===== src/rtl/axis_frame_source.sv =====
// AXI-Stream frame source: one command (length, seed, mode) yields one TLAST-terminated frame.
// Optional INTER_FRAME_GAP_EN inserts GAP_CYCLES idle cycles after every completed frame.
module axis_frame_source #(
  parameter int DATA_WIDTH = 32,
  parameter int LEN_WIDTH  = 16,
  parameter int GAP_CYCLES = 4
) (
  input  logic                  clock,
  input  logic                  resetN,
  input  logic                  cmdValid,
  output logic                  cmdReady,
  input  logic [LEN_WIDTH-1:0]  cmdLength,
  input  logic [DATA_WIDTH-1:0] cmdSeed,
  input  logic [1:0]            cmdMode,
  output logic [DATA_WIDTH-1:0] dataOut,
  output logic                  dataOutTValid,
  input  logic                  dataOutTReady,
  output logic                  dataOutTLast,
  output logic [3:0]            dataOutTStrb,
  output logic                  busy,
  output logic                  frameDone,
  output logic [15:0]           framesSent
);

  localparam logic [DATA_WIDTH-1:0] LFSR_TAPS = DATA_WIDTH'(32'hA3000000);

`ifdef INTER_FRAME_GAP_EN
  typedef enum logic [1:0] {IDLE = 2'd0, SEND = 2'd1, GAP = 2'd2} stateT;
`else
  typedef enum logic [1:0] {IDLE = 2'd0, SEND = 2'd1} stateT;
`endif

  stateT                 state, stateNext;
  logic [LEN_WIDTH-1:0]  remain, remainNext;
  logic [1:0]            mode, modeNext;
  logic [DATA_WIDTH-1:0] dataNext;
  logic                  validNext, lastNext, cmdReadyNext, busyNext, frameDoneNext;
  logic [3:0]            strbNext;
  logic [15:0]           framesSentNext;
`ifdef INTER_FRAME_GAP_EN
  logic [7:0]            gapCnt, gapNext;
`endif

  // Modes 0 and 3 both increment; 2 is a right-shifting Galois LFSR.
  function automatic logic [DATA_WIDTH-1:0] nextWord(input logic [DATA_WIDTH-1:0] w,
                                                     input logic [1:0] m);
    case (m)
      2'd1:    return w;
      2'd2:    return (w >> 1) ^ (w[0] ? LFSR_TAPS : '0);
      default: return w + DATA_WIDTH'(1);
    endcase
  endfunction

  always_comb begin
    stateNext      = state;
    remainNext     = remain;
    modeNext       = mode;
    dataNext       = dataOut;
    validNext      = dataOutTValid;
    lastNext       = dataOutTLast;
    strbNext       = dataOutTStrb;
    cmdReadyNext   = cmdReady;
    busyNext       = busy;
    frameDoneNext  = 1'b0;
    framesSentNext = framesSent;
`ifdef INTER_FRAME_GAP_EN
    gapNext        = gapCnt;
`endif
    case (state)
      IDLE: begin
        cmdReadyNext = 1'b1;
        busyNext     = 1'b0;
        if (cmdValid && cmdReady) begin
          if (cmdLength != '0) begin
            stateNext    = SEND;
            remainNext   = cmdLength;
            modeNext     = cmdMode;
            // An all-zero LFSR state would lock up, so seed 0 becomes 1.
            dataNext     = (cmdMode == 2'd2 && cmdSeed == '0) ? DATA_WIDTH'(1) : cmdSeed;
            validNext    = 1'b1;
            lastNext     = (cmdLength == LEN_WIDTH'(1));
            strbNext     = 4'b1111;
            cmdReadyNext = 1'b0;
            busyNext     = 1'b1;
          end else begin
            frameDoneNext  = 1'b1;
            framesSentNext = framesSent + 16'd1;
`ifdef INTER_FRAME_GAP_EN
            stateNext      = GAP;
            gapNext        = 8'(GAP_CYCLES);
            cmdReadyNext   = 1'b0;
            busyNext       = 1'b1;
`endif
          end
        end
      end
      SEND: begin
        if (dataOutTValid && dataOutTReady) begin
          if (remain == LEN_WIDTH'(1)) begin
            validNext      = 1'b0;
            lastNext       = 1'b0;
            strbNext       = 4'b0000;
            frameDoneNext  = 1'b1;
            framesSentNext = framesSent + 16'd1;
`ifdef INTER_FRAME_GAP_EN
            stateNext      = GAP;
            gapNext        = 8'(GAP_CYCLES);
`else
            stateNext      = IDLE;
            cmdReadyNext   = 1'b1;
            busyNext       = 1'b0;
`endif
          end else begin
            remainNext = remain - LEN_WIDTH'(1);
            dataNext   = nextWord(dataOut, mode);
            lastNext   = (remain == LEN_WIDTH'(2));
          end
        end
      end
`ifdef INTER_FRAME_GAP_EN
      // The frameDone cycle is the first of the GAP_CYCLES gap cycles.
      GAP: begin
        cmdReadyNext = 1'b0;
        busyNext     = 1'b1;
        if (gapCnt <= 8'd1) begin
          stateNext    = IDLE;
          cmdReadyNext = 1'b1;
          busyNext     = 1'b0;
        end else begin
          gapNext = gapCnt - 8'd1;
        end
      end
`endif
      default: stateNext = IDLE;
    endcase
  end

  always_ff @(posedge clock) begin
    if (!resetN) begin
      state         <= IDLE;
      remain        <= '0;
      mode          <= '0;
      dataOut       <= '0;
      dataOutTValid <= 1'b0;
      dataOutTLast  <= 1'b0;
      dataOutTStrb  <= 4'b0000;
      cmdReady      <= 1'b0;
      busy          <= 1'b0;
      frameDone     <= 1'b0;
      framesSent    <= 16'd0;
`ifdef INTER_FRAME_GAP_EN
      gapCnt        <= 8'd0;
`endif
    end else begin
      state         <= stateNext;
      remain        <= remainNext;
      mode          <= modeNext;
      dataOut       <= dataNext;
      dataOutTValid <= validNext;
      dataOutTLast  <= lastNext;
      dataOutTStrb  <= strbNext;
      cmdReady      <= cmdReadyNext;
      busy          <= busyNext;
      frameDone     <= frameDoneNext;
      framesSent    <= framesSentNext;
`ifdef INTER_FRAME_GAP_EN
      gapCnt        <= gapNext;
`endif
    end
  end

endmodule


===== config.mk =====
export PLATFORM = sky130hd
export DESIGN_NAME = axis_frame_source
export DESIGN_NICKNAME = d
export VERILOG_FILES = /design/src/rtl/axis_frame_source.sv
export SDC_FILE = /design/constraint.sdc
export NUM_CORES = 1
export LEC_CHECK = 0
export ABC_AREA = 1
export BUFFER_PORTS_ARGS = -buffer_cell sky130_fd_sc_hd__buf_2
export CORE_MARGIN = 3
export CORE_UTILIZATION = 40
export CTS_CLUSTER_DIAMETER = 200
export DETAILED_ROUTE_END_ITERATION = 10
export PLACE_DENSITY = 0.76
export SYNTH_ARGS = -nofsm -noshare
export SYNTH_HDL_FRONTEND = slang
export SYNTH_SLANG_ARGS = --single-unit

===== constraint.sdc =====
create_clock -name clock -period 1.6 [get_ports clock]
set_input_delay 0.24 -clock clock [delete_from_list [all_inputs] [get_ports clock]]
set_output_delay 0.24 -clock clock [all_outputs]
set_load 0.005 [all_outputs]

Word level (Yosys, flattened, before mapping)
Cells that the tools add are included.
- bits in registers: 77
- input port bits: 54
- add/sub/neg operators: 3
- reductions and logical operators: 15
- bitwise operators: 1
- equality and inequality tests: 14
- multiplexer cells: 50
- operators with widths (kind ; number):
    $mux W32 ; 6
    $mux W16 ; 8
    $pmux W32 S2 ; 2
    $pmux W16 S2 ; 2
    $add A32 B1 Y32 const B ; 1
    $eq A16 B1 Y1 const B ; 2
    $logic_not A32 Y1 ; 1
    $xor A31 B32 Y32 ; 1
    $mux W1 ; 17
    $add A16 B1 Y16 const B ; 1
    $eq A16 B2 Y1 const B ; 1
    $mux W4 ; 4
    $reduce_bool A16 Y1 ; 1
    $sub A16 B1 Y16 const B ; 1
    $reduce_and A5 Y1 ; 3
    $ne A2 B2 Y1 const B ; 7
    $pmux W1 S2 ; 5
    $mux W2 ; 4
    $pmux W4 S2 ; 1
    $reduce_and A4 Y1 ; 2
    $reduce_and A3 Y1 ; 2
    $reduce_and A6 Y1 ; 1
    $eq A2 B1 Y1 const B ; 2
    $eq A2 B2 Y1 const B ; 2
    other kinds (4) ; 6

Depth between registers and ports, before layout
- word-level depth: 6
- mapped depth: 11

Worst setup path after synthesis
OpenSTA, ideal clock, no wires.
- path type: reg-to-reg
- from: register dataOutTStrb[2] (netlist name)
- to: register dataOut[8]
- cell stages (with the launch flop): 10
- buffers on the path: 2
- clock period less this slack: 1.597 ns
- data required time: 1.485 ns
- arrival: 1.482 ns
- slack: 0.003 ns
- cells stage by stage: dfxtp_1 -> buf_2 -> nand2_1 -> a21oi_1 -> nand2_4 -> nand2_1 -> buf_2 -> nand2_1 -> a21oi_1 -> nor2_1
- RTL lines (item ; line ; source):
    end signal: assignment ; 158 ; dataOut <= dataNext;
    end: declaration ; 15 ; output logic [DATA_WIDTH-1:0] dataOut,

Worst setup path in the final report
- from: register remain[5]
- to: register dataOut[24]
- cells in the longest elaborated chain, start to end: 3
- ends and longest elaborated chain (item ; line ; source):
    start: declaration ; 34 ; logic [LEN_WIDTH-1:0] remain, remainNext;
    start signal: assignment ; 156 ; remain <= remainNext;
    $eq A16 B1 Y1 ; 99 ; if (remain == LEN_WIDTH'(1)) begin
    $ne A2 B2 Y1 (no source line) ; -- ;
    $reduce_and A6 Y1 (no source line) ; -- ;
Every way passes these cells.
A chain may end at the register's enable or synchronous reset.

==> metrics.md <==
| Metric | Value |
|---|---|
| Status | `finished clean` |
| CTS Buffer Depth | `2` |
| Hold Fails Final Rpt | `0` |
| Largest net degree at the start of global routing | `29` |
| H-tree Lvls | `3` |
| Final TNS setup | `0 ns` |
| Min cycle time layout | `between 1.5 and 2 ns` |
| Worst EP arrival | `between 1.5 and 2 ns` |
| Post-synth EDFFs | `0` |
| Initial antenna violation count | `0` |
| Vias/cell | `around 5.3` |
| CTS root buf | `clkbuf_16` |
| Worst setup EP type | `register` |
| Wirelength per Cell | `14.63 µm` |
| Most common cell after layout, fill and taps aside | `nand2_1` |
| Area grow syn2layout | `34.81%` |
| First-pass GRT wire length | `around 29000 µm` |
| Gate Count Post-Synth | `between 900 and 1000` |
| Final Max Tran Viols | `0` |
| Clock Skews | `between 0.006 and 0.007 ns` |
| Simple-gate share of the synthesized area | `between 40% and 50%` |
| ANT cells | `0` |
| Die span in y | `approximately 120 µm` |
| Cell Pwr Density | `856.3 mW/mm²` |
| Final setup vio count | `0` |
| Die area | `roughly 0.015 mm²` |
| WP buf/inv | `1` |
| Internal power | `roughly 4100 µW` |
| Hold Path Cell Cnt | `3` |
| CTS Buf Count | `9` |
| Sw frac | `around a third` |
| Post-synthesis mux area share | `0.1870%` |
| Post-synthesis register bit count | `roughly 70` |
| Compound-gate portion of the synthesized area | `18.99%` |
| GRT Util Overall | `a little under a quarter` |
| CP Launch Type | `register` |
| Leak Pwr | `0.003281 µW` |
| Synth unique cells | `36` |
| Row cnt | `between 40 and 50` |
| Reg2Reg Depth | `9` |
| Max FO, Critical Path | `7` |
| Fmax | `0.6300 GHz` |
| Crit path depth | `9` |
| Switching pwr | `around 2000 µW` |
| # nets final | `between 1000 and 1500` |
| Ys Warns | `0` |
| Combinational fraction of design power | `31.0%` |
| Worst Max-Slew Pin Slew | `between 0.5 and 0.6 ns` |
| Max layer used | `met4` |
| Post-synth ARST share | `0%` |
| Initial core utilization | `between 40% and 50%` |
| Clk sink count | `about 70` |
| DRC | `0` |
| Seq pwr share | `between 30% and 40%` |
| Post-route ant nets | `0` |
| Cell class contributing the biggest share of worst-path delay | `simple AND/OR/NAND/NOR gates` |
| CTS Hold Bufs | `0` |
| Prevailing post-synth register cell | `dfxtp_1` |
| CP peak stage delay | `~0.32 ns` |
| Design area | `a little over 0.007 mm²` |
| Area share of fa/ha/maj cells after synthesis | `roughly 1.2%` |
| Post-DP HPWL | `~13000 µm` |
| Net Count, Synth | `just under 1000` |
| Via count | `approximately 6600` |
| Core box area | `about 0.013 mm²` |
| Main combinational cell family by area after synthesis | `simple AND/OR/NAND/NOR gates` |
| Port Buffers | `110` |
| Power share of the clock group | `between 30% and 40%` |
| Post-Synth XOR/XNOR Area | `3.273%` |
| M1 wire length | `roughly 7500 µm` |
| Total chip power | `around 6000 µW` |
| Highest-count cells in the layout ignoring fill and taps | `nand2_1, nor2_1, buf_2` |
| Seq/Total Area, Yosys | `between 20% and 30%` |
| Clk pin slew, worst setup/hold paths | `around 0.060 ns` |
| DRT Pass-1 Iters | `7` |
| Starting DRT DRC Count | `535` |
| Global route overflow | `0` |
| GPL Wtd Cong | `about 0.94` |
| Fraction of layout cells with a size suffix above 1 | `roughly a quarter` |
| Mapped Avg Cell Area | `slightly below 6 µm²` |
| Most used cell, CP | `nand2_4` |
| Placed Area | `0.006507 mm²` |
| Io pins | `roughly 110` |
| Worst skew pair latency | `0.34 ns` |
| VDD IR-drop max | `slightly below 600 µV` |
| Slew headroom | `between 60% and 70%` |
| WL met2 | `8933 µm` |
| Final period util | `99.20%` |
| Max-cap check violation count | `0` |
| DR WL met3 | `1488 µm` |
| Synthesized cell area | `between 0.005 and 0.006 mm²` |
| CTS tree | `yes` |
| WP data required | `1.82 ns` |
| Setup CP Type | `register to register` |
| Vias in the first global route | `~6100` |
| Sequence of cells on the critical path | `nor2_2, nand2_2, nor2_4, nand2_4, nand2_4, nand2_8, clkbuf_16, o21ai_1, a21oi_1` |
| DRT Wirelength | `between 15000 and 20000 µm` |
| Tightest Hold Check Type | `input pin to register` |
| Die W | `121.7 µm` |
| Critical-path cell with the highest stage delay | `dfxtp_1` |
-- flip-flops by register name (all words and copies together), names as in the netlist, 2 cells and up --
signal / cells
remain: 16
framesSent: 16
mode: 2
dataOut: 32
-- logic make-up after synthesis --
group	count (synthesis)
compound gates	186
xor+xnor	20
fa+ha+maj	5
buf+inv	129
flops	71
mux	1
simple gates	506
-- cells in the mapped netlist (5+ instances only) --
cell type / number / share of area (%)
dfxtp_1: 71 / 27
o21ai_0: 46 / 4.3
nand3b_1: 6 / 0.84
nor3_1: 11 / 1.0
inv_1: 81 / 5.7
nand3_1: 85 / 7.9
nand2_2: 5 / 0.58
xnor2_1: 8 / 1.3
nand2_1: 253 / 18
buf_2: 12 / 1.1
o21ai_1: 32 / 3.0
a21oi_1: 74 / 6.9
nor2_1: 129 / 9.0
clkbuf_1: 22 / 1.5
a22oi_1: 23 / 3.2
buf_4: 5 / 0.70
ha_1: 5 / 1.2
xor2_1: 12 / 2.0
-- cell type report --
cell class / instances / area [µm²]
Fill cell: 1267 / 5610
Multi-Input combinational cell: 718 / 3557
Sequential cell: 71 / 1445
Timing Repair Buffer: 197 / 1364
Inverter: 85 / 319.1
Clock buffer: 10 / 229.0
Tap cell: 172 / 215.2
Clock inverter: 6 / 85.08
-- stage by stage --
| stage | std cells | hold WS, ns | util [%] | worst slack, ns |
|---|---|---|---|---|
| 6_report | 1259 | 0.1896 | 56.25 | 0.01277 |
| 5_1_grt | 1259 | 0.2013 | 56.25 | -0.03701 |
| 3_5_place_dp | 1227 | 0.4655 | 50.74 | -0.06860 |
| 2_1_floorplan | 918 | 0.4276 | - | 0.003036 |
| 4_1_cts | 1247 | 0.1802 | 53.74 | -0.01118 |
| 3_3_place_gp | 1227 | 0.4585 | 50.74 | -0.02488 |
-- worst paths after layout --
check | slack, ns | end | from
worst max register to register | 0.01 | dataOut[24] | remain[5]
worst min register to register | 0.47 | mode[0] | mode[0]
worst min-delay path | 0.19 | mode[0] | cmdMode[0]
worst max-delay path | 0.01 | dataOut[24] | remain[5]
-- worst reg2reg max path, cell delays in order (launching register included) --
cell and delay (ns):
dfxtp_1 0.32, nor2_2 0.16, nand2_2 0.12, nor2_4 0.15
nand2_4 0.09, nand2_4 0.12, nand2_8 0.12, clkbuf_16 0.21
o21ai_1 0.14, a21oi_1 0.06
-- power groups by stage --
stage / clock [µW] / sequential, µW / combinational [µW]
floorplan: 0 / 2120 / 995
global placement: 0 / 2110 / 1650
detailed placement: 0 / 2110 / 1670
CTS: 2190 / 2080 / 1730
global route: 2280 / 2120 / 2120
finish: 2170 / 2100 / 1910
-- per-layer routing --
| metal | GRT usage [%] | up-vias |
|---|---|---|
| met4 | 7.003 | 0 |
| met2 | 42.00 | 278 |
| met3 | 5.896 | 45 |
| li1 | - | 3307 |
| met5 | 0 | - |
| met1 | 28.81 | 2995 |
-- what timing repair did --
action	4_1_cts	5_1_grt
pin swaps	5	9
resized for setup	9	54
gates cloned	1	5
buffers inserted	3	7
endpoints found under the setup margin	7	41
(Power assumes the default switching activity.)
